<file path="src/rtl/execute_memory_latch.sv">
// Execute-to-memory boundary of the Y86-64 pipeline.
// Holds the architectural condition codes and the E->M pipeline register,
// nulls the destination of a cmovXX whose condition failed, and freezes the
// condition codes once a faulting instruction has reached the memory stage.
module execute_memory_latch #(
   parameter int unsigned WIDTH    = 64,
   parameter logic [2:0]  CC_RESET = 3'b001
) (
   input  logic             clock,
   input  logic             reset_n,
   input  logic [3:0]       e_icode,
   input  logic [3:0]       e_ifun,
   input  logic [2:0]       e_stat,
   input  logic [WIDTH-1:0] e_valE,
   input  logic [WIDTH-1:0] e_valA,
   input  logic [3:0]       e_dstE,
   input  logic [3:0]       e_dstM,
   input  logic             e_Cnd,
   input  logic [2:0]       new_cc,
   input  logic             set_cc,
   input  logic [2:0]       W_stat,
   input  logic             M_stall,
   input  logic             M_bubble,
   output logic [2:0]       cc,
   output logic [3:0]       M_icode,
   output logic [3:0]       M_ifun,
   output logic [2:0]       M_stat,
   output logic             M_Cnd,
   output logic [WIDTH-1:0] M_valE,
   output logic [WIDTH-1:0] M_valA,
   output logic [3:0]       M_dstE,
   output logic [3:0]       M_dstM,
   output logic             mispredict,
   output logic             exc_lock
);

   localparam logic [2:0] STAT_AOK = 3'd1;
   localparam logic [3:0] I_NOP    = 4'h1;
   localparam logic [3:0] I_CMOV   = 4'h2;
   localparam logic [3:0] I_OPQ    = 4'h6;
   localparam logic [3:0] I_JXX    = 4'h7;
   localparam logic [3:0] REG_NONE = 4'hF;

   logic       cc_write;
   logic       load_e;
   logic       load_fault;
   logic [3:0] dstE_next;

   // Decide whether this edge commits new condition codes, whether E is
   // being copied into M, and what destination a cmov really writes.
   // Only an OPQ in a fault-free pipeline may touch CC; a stall on M means
   // the OPQ will be replayed, so it must not commit yet.
   always_comb begin
      cc_write   = set_cc && (e_icode == I_OPQ) && !M_stall && !exc_lock &&
                   (e_stat == STAT_AOK) && (M_stat == STAT_AOK) &&
                   (W_stat == STAT_AOK);
      load_e     = !M_bubble && !M_stall;
      load_fault = load_e && (e_stat != STAT_AOK);
      dstE_next  = ((e_icode == I_CMOV) && !e_Cnd) ? REG_NONE : e_dstE;
   end

   // Architectural condition-code register.
   always_ff @(posedge clock or negedge reset_n) begin
      if (!reset_n) begin
         cc <= CC_RESET;
      end else if (cc_write) begin
         cc <= new_cc;
      end
   end

   // E->M pipeline register: a bubble wins over a stall, which wins over a load.
   always_ff @(posedge clock or negedge reset_n) begin
      if (!reset_n) begin
         M_icode <= I_NOP;
         M_ifun  <= 4'h0;
         M_stat  <= STAT_AOK;
         M_Cnd   <= 1'b0;
         M_valE  <= '0;
         M_valA  <= '0;
         M_dstE  <= REG_NONE;
         M_dstM  <= REG_NONE;
      end else if (M_bubble) begin
         M_icode <= I_NOP;
         M_ifun  <= 4'h0;
         M_stat  <= STAT_AOK;
         M_Cnd   <= 1'b0;
         M_valE  <= '0;
         M_valA  <= '0;
         M_dstE  <= REG_NONE;
         M_dstM  <= REG_NONE;
      end else if (!M_stall) begin
         M_icode <= e_icode;
         M_ifun  <= e_ifun;
         M_stat  <= e_stat;
         M_Cnd   <= e_Cnd;
         M_valE  <= e_valE;
         M_valA  <= e_valA;
         M_dstE  <= dstE_next;
         M_dstM  <= e_dstM;
      end
   end

   // Sticky lock raised when a faulting status first enters M; only reset clears it.
   always_ff @(posedge clock or negedge reset_n) begin
      if (!reset_n) begin
         exc_lock <= 1'b0;
      end else if (load_fault) begin
         exc_lock <= 1'b1;
      end
   end

   // A not-taken jump sitting in M means fetch guessed wrong.
   assign mispredict = (M_icode == I_JXX) && !M_Cnd;

endmodule

</file>
<file path="config.mk">
export PLATFORM = sky130hd
export DESIGN_NAME = execute_memory_latch
export DESIGN_NICKNAME = d
export VERILOG_FILES = /design/src/rtl/execute_memory_latch.sv
export SDC_FILE = /design/constraint.sdc
export NUM_CORES = 1
export LEC_CHECK = 0
export BUFFER_PORTS_ARGS = -buffer_cell sky130_fd_sc_hd__buf_2
export CORE_MARGIN = 3
export CORE_UTILIZATION = 46
export DETAILED_ROUTE_END_ITERATION = 16
export PLACE_DENSITY = 0.84
export SLEW_MARGIN = 40
export SYNTH_ARGS = -nofsm -noshare
export SYNTH_HDL_FRONTEND = slang
export SYNTH_SLANG_ARGS = --single-unit
</file>
<file path="constraint.sdc">
create_clock -name clock -period 1.7 [get_ports clock]
set_input_delay 0.17 -clock clock [delete_from_list [all_inputs] [get_ports clock]]
set_output_delay 0.17 -clock clock [all_outputs]
set_load 0.01 [all_outputs]
</file>
==> flow_summary.ini, run 1 <==
[critical_path]
critPathCaptureType = primary output
cp_slowest_cell = dfstp_2
critical_path.cell_chain = nand4b_1, nor2_1, buf_2
cp_data_arrival_time_ns = 1.34
cpLargestDelayFamily = flip-flops
max_stage_delay_ns = 0.55
crit_buf_inv = 1
crit_path_start_kind = flip-flop
worstSetupPathType = flip-flop to primary output
r2r_start = M_stat[0]
cp_data_required_time_ns = 1.53
r2r_cells = 4
timing.rr.end = cc[1]
crit_fanout = 3
r2r_slack_ns = 0.22

[yosys]
synth_top_area_frac = 0.561
ys_ff_latch = 152
synthCells = 500
synth_area_leaders = dfrtp_1 (56%), mux2i_1 (22%), nor2_1 (8.4%), dfstp_2 (4.6%), buf_6 (2.9%)
synth_fp_nets = 659
seq_area_frac_synth = 0.607
syn_area_um2 = 6290
synth_top_area_cell = dfrtp_1
ys_warn_count = 0
syn_area_per_cell_um2 = 12.6
ys_types = 26

[sta]
worst_pin_slew_ns = 0.464
setup_viol = 0
max_freq_mhz = 663
skew_ns = 0.00437
finalHoldViolCount = 0
slew_headroom = 0.691
fin_crit_ns = 1.51
whs_ns = 0.00441
rsz0062_at_grt = false
post-route-period-util = 0.887
tns_ns = 0
slew_viol_final = 0

[grt]
grt_pass1_wl_um = 28600
gr-total-overflow = 0
grtUsageTotal = 0.250
grt_max_degree = 65
grt_antenna_before_repair = 0
grt_pass1_vias = 5613

[die]
num_rows = 42
start_util = 0.473
die_x_um = 123
core_um2 = 13300
die_area_um2 = 15100
die_h_um = 123
io_pins = 312

[finish]
fin_area_um2 = 9540
final_nets = 1051
fill_cells = 880
area.growth.synth_to_final_pct = 51.7
final_common_cell = buf_2
drive_above_1_share = 0.420
multiInputGateArea_um2 = 2200
antennaDiodeCount = 0
layout_common_cells = buf_2 (308), dfrtp_1 (141), nor2_1 (140), mux2i_1 (137), dlygate4sd3_1 (75)
register_area_um2 = 3820

[clocking]
post_cts_resized = 0
cts_buffer_depth = 2
cts_root_buf = clkbuf_16
cts_buffers = 17
clkTransAtPathRegs_ns = 0.06
cts.sinks = 152
cts_setup_buffers = 0
htree_levels = 4
tritoncts = done
clock_latency_ns = 0.41

[power]
leakagePower_nw = 5.35
vdd_drop_max_mv = 0.688
p_sw_mw = 2.19
combPwrFrac = 0.136
switching_share = 0.226
pwr-share-seq = 0.407
powerDensity_nw_per_um2 = 1020
p_int_mw = 7.50
clockPowerShare = 0.457

[drt]
antenna_left = 0
via_per_inst = 4.96
drc = 0
drt-pass1-iter-count = 4
num_vias = 5362
wl_per_cell_um = 17.8
initialDrtViolationCount = 300
finalWirelength_um = 19200

[place]
hpwl_um = 12100
place_congestion = 0.827
postPlaceCellArea_um2 = 8100
port_buffers = 311

[hold_path]
hold_depth = 3
worstHoldStart = e_valA[48]
min_path_type = input port to flip-flop
hold_end = M_valA[48]

[run]
cap_violations = 0

[run_status]
status = finished clean
-- power by group through the flow --
| stage | clock, mW | combinational [mW] | sequential, mW |
|---|---|---|---|
| 2_1_floorplan | 0 | 0.467 | 4.09 |
| 3_3_place_gp | 0 | 1.12 | 3.99 |
| 3_5_place_dp | 0 | 1.15 | 4.00 |
| 4_1_cts | 4.48 | 1.29 | 3.94 |
| 5_1_grt | 4.67 | 1.42 | 3.97 |
| 6_report | 4.43 | 1.31 | 3.95 |
-- state kept, by name, summed over array words and instances, names as in the netlist, 3 cells and up --
signal	flops
M_icode	4
M_valE	64
cc	3
M_valA	64
M_ifun	4
M_dstE	4
M_stat	3
M_dstM	4
-- Yosys cell counts --
master / instances
and4bb_1: 1
a21o_1: 1
o22ai_1: 4
buf_6: 16
nor3b_2: 2
nor2_1: 140
mux2i_1: 137
buf_4: 1
clkbuf_1: 10
nand2_1: 1
inv_4: 1
inv_1: 1
dfstp_2: 11
nor3_4: 1
o31ai_1: 1
dfrtp_1: 141
a211o_1: 6
nand3_2: 1
a21oi_1: 1
nand2_8: 1
nand2b_1: 4
mux2_4: 3
nand4b_1: 1
buf_2: 7
nand3_1: 1
nor2b_1: 6
-- worst min-delay path: stages --
cell	delay (ns)
buf_2	0.07
mux2i_1	0.05
nor2_1	0.08
-- per-stage QoR --
stage / instances / utilization / setup WS (ns) / total power [mW]
after global routing: 1081 / 0.718 / 0.141 / 10.1
after detailed placement: 974 / 0.609 / 0.218 / 5.15
final: 1081 / 0.718 / 0.193 / 9.69
after CTS: 1081 / 0.718 / 0.172 / 9.72
after global placement: 974 / 0.609 / 0.221 / 5.11
after floorplan: 500 / - / 0.240 / 4.56
-- how the worst max path moves through the flow --
stage / start / to / cells after the start
after CTS: M_icode[0] / mispredict / 3
final: M_icode[0] / mispredict / 3
after global routing: M_stat[0] / cc[1] / 4
after floorplan: M_stat[0] / cc[1] / 4
after detailed placement: M_stat[0] / cc[1] / 4
after global placement: M_stat[0] / cc[1] / 4
-- layout make-up --
type / instances / share of cell area
inverters: 2 / 0.00105
flip-flops and latches: 152 / 0.400
multi-input cells: 312 / 0.231
clock inverters: 8 / 0.0226
clock buffers: 24 / 0.0505
repair buffers: 407 / 0.272
well taps: 176 / 0.0231
-- metal layers --
metal / vias up / wire length, µm / track usage
li1: 2464 / - / -
met1: 2567 / 6660 / 0.265
met2: 268 / 10300 / 0.455
met3: 63 / 1380 / 0.0672
met4: 0 / 817 / 0.128
met5: - / 0 / 0
-- kinds of logic (layout without fill, tap and decap cells) --
group | after synthesis | in the layout | synth area share
AO/OA/AOI/OAI | 13 | 13 | 0.0155
buffers and inverters | 36 | 441 | 0.0430
flip-flops | 152 | 152 | 0.607
multiplexers | 140 | 140 | 0.225
AND/OR/NAND/NOR | 159 | 159 | 0.110
-- what timing repair did --
| action | CTS | global route |
|---|---|---|
| endpoints found under the setup margin | 0 | 0 |
| endpoints found under the hold margin | 130 | 0 |
| hold buffers | 75 | 0 |
No activity file was read; power rests on OpenSTA's default activity.
==> run 2, diff against run 1 <==
--- a/config.mk
+++ b/config.mk
@@ -6,7 +6,7 @@
 export NUM_CORES = 1
 export LEC_CHECK = 0
 export BUFFER_PORTS_ARGS = -buffer_cell sky130_fd_sc_hd__buf_2
-export CORE_MARGIN = 3
+export CORE_MARGIN = 2
 export CORE_UTILIZATION = 46
 export DETAILED_ROUTE_END_ITERATION = 16
 export PLACE_DENSITY = 0.84
==> run 2 against run 1 <==
Effect of this change: setup slack got worse by 0.0039 ns; largest cell class unchanged; hold slack improved by 0.0041 ns; clock skew shrank 0.0030 ns; via count fell by 1.9%; die area is 3.2% lower; maximum frequency down 0.26%.
==> flow_summary.ini, run 2 (synthesized netlist as in run 1, its figures left out) <==
[hold_path]
min_path_type = input port to flip-flop
worstHoldStart = e_valE[37]

[sta]
tns_ns = 0
slew_viol_final = 0
slew_headroom = 0.707
fin_crit_ns = 1.51
setup_viol = 0
worst_pin_slew_ns = 0.439
max_freq_mhz = 662
rsz0062_at_grt = false
finalHoldViolCount = 0
skew_ns = 0.00135
post-route-period-util = 0.889
finalWorstSetupSlack_ns = 0.189

[grt]
grt_antenna_before_repair = 0
grt_max_degree = 73
gr-total-overflow = 0
grt_pass1_vias = 5414
grtUsageTotal = 0.239
grt_pass1_wl_um = 27200

[place]
hpwl_um = 11000
postPlaceCellArea_um2 = 7980
pre_cts_ws_ns = 0.189
port_buffers = 311
numPlacedInstances = 964
place_congestion = 0.847

[clocking]
cts_buffer_depth = 2
clkTransAtPathRegs_ns = 0.06
htree_levels = 4
cts.sinks = 152
clock_latency_ns = 0.41
tritoncts = done
cts_root_buf = clkbuf_16
cts_buffers = 17

[die]
core_um2 = 13300
die_area_um2 = 14600
die_x_um = 121
start_util = 0.473
num_rows = 42
io_pins = 312
die_h_um = 121

[finish]
drive_above_1_share = 0.413
fin_util = 0.703
final_nets = 1045
layout_common_cells = buf_2 (308), dfrtp_1 (141), nor2_1 (140), mux2i_1 (137), dlygate4sd3_1 (79)
final_common_cell = buf_2
antennaDiodeCount = 0
fin_area_um2 = 9350
area.growth.synth_to_final_pct = 48.6
reg_top3 = M_valA (64), M_valE (64)
fin_cells = 1075

[power]
p_int_mw = 6.73
clockPowerShare = 0.412
switching_share = 0.242
combPwrFrac = 0.143
powerDensity_nw_per_um2 = 949
p_sw_mw = 2.15
vdd_drop_max_mv = 0.497
leakagePower_nw = 5.25
pwr-share-seq = 0.444

[run]
cap_violations = 0

[critical_path]
critPathLaunch = M_stat[0]
critical_path.cell_chain = and4bb_1, nand3_2, nor3_4, mux2_4
cp_data_required_time_ns = 2.00
cp_data_arrival_time_ns = 1.81
crit_path_start_kind = flip-flop
max_stage_delay_ns = 0.54
crit_fanout = 3
critPathCaptureType = flip-flop
cpLargestDelayFamily = flip-flops
crit_buf_inv = 0
r2r_start = M_stat[0]
worstSetupPathType = flip-flop to flip-flop
r2r_slack_ns = 0.19
cp_slowest_cell = dfstp_2

[drt]
drt-pass1-iter-count = 5
antenna_left = 0
wl_per_cell_um = 16.5
initialDrtViolationCount = 307
finalWirelength_um = 17700
drc = 0
num_vias = 5260
via_per_inst = 4.89

[run_status]
status = finished clean
## run 2: changes by cell type in the layout (fill, tap and decap cells not counted), sizes merged
cell / before / now
bufinv: 7 / 2
clkbuf: 25 / 24
clkinv: 1 / 5
dlygate4sd3: 75 / 79
buf: 331 / 321
clkinvlp: 0 / 2
## run 2: stage by stage
step                hold WS (ns)  power (mW)
floorplan                 -0.126        4.56
global placement          0.0945        5.08
detailed placement        0.0919        5.11
CTS                     0.000169        8.90
global route             0.00168        9.25
finish                   0.00853        8.88
## run 2: repair_timing
| item | in CTS | in global routing |
|---|---|---|
| resized for setup | 0 | 0 |
| hold buffers | 74 | 5 |
| setup buffers | 0 | 0 |
| endpoints found under the hold margin | 150 | 5 |
## run 2: layer usage
metal,part of all wire,track usage,vias up
li1,-,-,2442
met1,0.38,0.267,2538
met2,0.52,0.426,242
met3,0.075,0.0794,38
met4,0.023,0.0821,0
met5,0,0,-
## run 2: path summary, 6_finish.rpt
check,to,cells past startpoint
max,cc[1],4
min in group asynchronous,M_valA[26],2
min reg2reg,exc_lock,2
max reg2reg,cc[1],4
max in group asynchronous,M_dstE[1],3
min,M_valE[37],3
## run 2: tightest hold or removal path, delay by kind of cell
family        cells  cell delay (ns)
simple gates      1             0.08
buf+inv           1             0.07
mux               1             0.05
## run 2: power groups by stage
stage          Sequential, mW  Combinational [mW]  Clock [mW]
2_1_floorplan            4.09               0.467           0
5_1_grt                  3.96                1.38        3.91
6_report                 3.94                1.27        3.66
3_5_place_dp             4.00                1.12           0
3_3_place_gp             3.99                1.09           0
4_1_cts                  3.94                1.25        3.71
## run 2: final cells by class
cell class / count / area (µm²)
Tap cell: 176 / 220
Multi-Input combinational cell: 312 / 2200
Fill cell: 925 / 3940
Clock buffer: 23 / 478
Timing Repair Buffer: 401 / 2520
Clock inverter: 9 / 100
Inverter: 2 / 10.0
Sequential cell: 152 / 3820
==> run 3, diff against run 2 <==
--- a/config.mk
+++ b/config.mk
@@ -6,8 +6,11 @@
 export NUM_CORES = 1
 export LEC_CHECK = 0
 export BUFFER_PORTS_ARGS = -buffer_cell sky130_fd_sc_hd__buf_2
+export CAP_MARGIN = 20
+export CELL_PAD_IN_SITES_DETAIL_PLACEMENT = 0
+export CELL_PAD_IN_SITES_GLOBAL_PLACEMENT = 2
 export CORE_MARGIN = 2
-export CORE_UTILIZATION = 46
+export CORE_UTILIZATION = 28
 export DETAILED_ROUTE_END_ITERATION = 16
 export PLACE_DENSITY = 0.84
 export SLEW_MARGIN = 40
==> run 3 against run 2 <==
Effect of this change: final cell count grew 14%; non-clock buffer count grew 48; sequential power is essentially flat; final area grew 7.0%; sequential share of layout area shrank 2.7 points; flip-flop and latch count is the same; setup slack gained 0.026 ns; combinational power grew 7%; first-iteration DRC count shrank 31%; total power grew 3.5%.
==> flow_summary.ini, run 3 (synthesized netlist as in run 1, its figures left out) <==
[run_status]
status = finished clean

[critical_path]
crit_fanout = 3
crit_path_start_kind = flip-flop
r2r_cells = 4
cp_slowest_cell = dfstp_2
cpLargestDelayFamily = flip-flops
cp_data_arrival_time_ns = 1.78
timing.rr.end = cc[1]
path_depth = 4
critPathLaunch = M_stat[0]
cp_data_required_time_ns = 2.00
r2r_slack_ns = 0.22
critPathCaptureType = flip-flop
cp-endpoint = cc[1]
r2r_start = M_stat[0]
critical_path.cell_chain = and4bb_1, nand3_2, nor3_4, mux2_4
worstSetupPathType = flip-flop to flip-flop
crit_buf_inv = 0
max_stage_delay_ns = 0.53

[sta]
setup_viol = 0
rsz0062_at_grt = false
slew_viol_final = 0
fin_crit_ns = 1.48
whs_ns = 0.0205
tns_ns = 0
finalHoldViolCount = 0
post-route-period-util = 0.873
slew_headroom = 0.708
worst_pin_slew_ns = 0.438
skew_ns = 0.00575
max_freq_mhz = 674

[finish]
drive_above_1_share = 0.393
final_common_cell = buf_2
layout_common_cells = buf_2 (308), dfrtp_1 (141), nor2_1 (140), mux2i_1 (137), dlygate4sd3_1 (129)
area.growth.synth_to_final_pct = 59.1
final_nets = 1093
reg_top3 = M_valA (64), M_valE (64)

[grt]
grtUsageTotal = 0.163
grt_pass1_wl_um = 30800
grt_antenna_before_repair = 1
gr-total-overflow = 0
grt_max_degree = 76
grt_pass1_vias = 5825

[drt]
num_vias = 5324
finalWirelength_um = 19000
drc = 0
drt-pass1-iter-count = 6
initialDrtViolationCount = 211
via_per_inst = 4.34
antenna_left = 0
wl_per_cell_um = 15.5

[clocking]
htree_levels = 4
cts_buffer_depth = 2
cts_setup_buffers = 0
post_cts_resized = 0
cts.sinks = 152
hold_buffers = 129
clock_latency_ns = 0.41
cts_root_buf = clkbuf_16
tritoncts = done
cts_buffers = 17
clkTransAtPathRegs_ns = 0.06

[die]
die_h_um = 154
start_util = 0.286
core_um2 = 22000
die_x_um = 154
num_rows = 54
die_area_um2 = 23700
io_pins = 312

[run]
cap_violations = 0

[power]
vdd_drop_max_mv = 0.482
powerDensity_nw_per_um2 = 918
leakagePower_nw = 5.46
power_mw = 9.19

[place]
hpwl_um = 12300
port_buffers = 311
place_congestion = 0.754

[hold_path]
min_path_type = input port to flip-flop
[run 3: changes by cell type in the layout (fill, tap and decap cells not counted), sizes merged]
cell         previous run  this run
clkinv                  5         3
clkinvlp                2         4
inv                     2         5
clkbuf                 24        21
buf                   321       319
dlygate4sd3            79       129
diode                   0         1
[run 3: worst min-delay path by stage]
stage	start	cells after the start	to	slack, ns
3_3_place_gp	reset_n	1	M_valA[32]	0.12
6_report	e_valE[36]	3	M_valE[36]	0.02
3_5_place_dp	reset_n	1	M_valA[42]	0.12
2_1_floorplan	reset_n	0	M_Cnd	-0.13
4_1_cts	e_valA[58]	3	M_valA[58]	0.0009
5_1_grt	e_valE[30]	3	M_valE[30]	0.02
[run 3: stage by stage]
stage	cells	worst slack, ns	util	cell area [µm²]
2_1_floorplan	500	0.240	-	6290
3_3_place_gp	1066	0.234	0.369	8110
3_5_place_dp	1066	0.211	0.369	8110
4_1_cts	1227	0.206	0.456	10000
5_1_grt	1228	0.155	0.456	10000
6_report	1228	0.215	0.456	10000
[run 3: tightest hold or removal path, delay by kind of cell]
kind                   cells  cell delay, ns
buffers and inverters      1            0.08
multiplexers               1            0.06
AND/OR/NAND/NOR            1            0.08
[run 3: layout make-up]
class / instances / area (µm²)
fillers: 2061 / 11900
flip-flops and latches: 152 / 3820
repair buffers: 449 / 3020
multi-input cells: 312 / 2200
clock buffers: 20 / 467
well taps: 280 / 350
clock inverters: 12 / 139
inverters: 2 / 10.0
diodes: 1 / 2.50
[run 3: power breakdown]
group          internal, mW  total [mW]  switching, mW
clock                  2.30        3.89           1.59
sequential             3.83        3.93          0.105
combinational         0.706        1.36          0.657
[run 3: per-layer routing]
layer | track usage | routed length, µm | up-vias
met4 | 0.0552 | 389 | 0
li1 | - | - | 2535
met3 | 0.0569 | 1350 | 22
met2 | 0.280 | 9320 | 215
met1 | 0.191 | 7920 | 2552
met5 | 0 | 0 | -
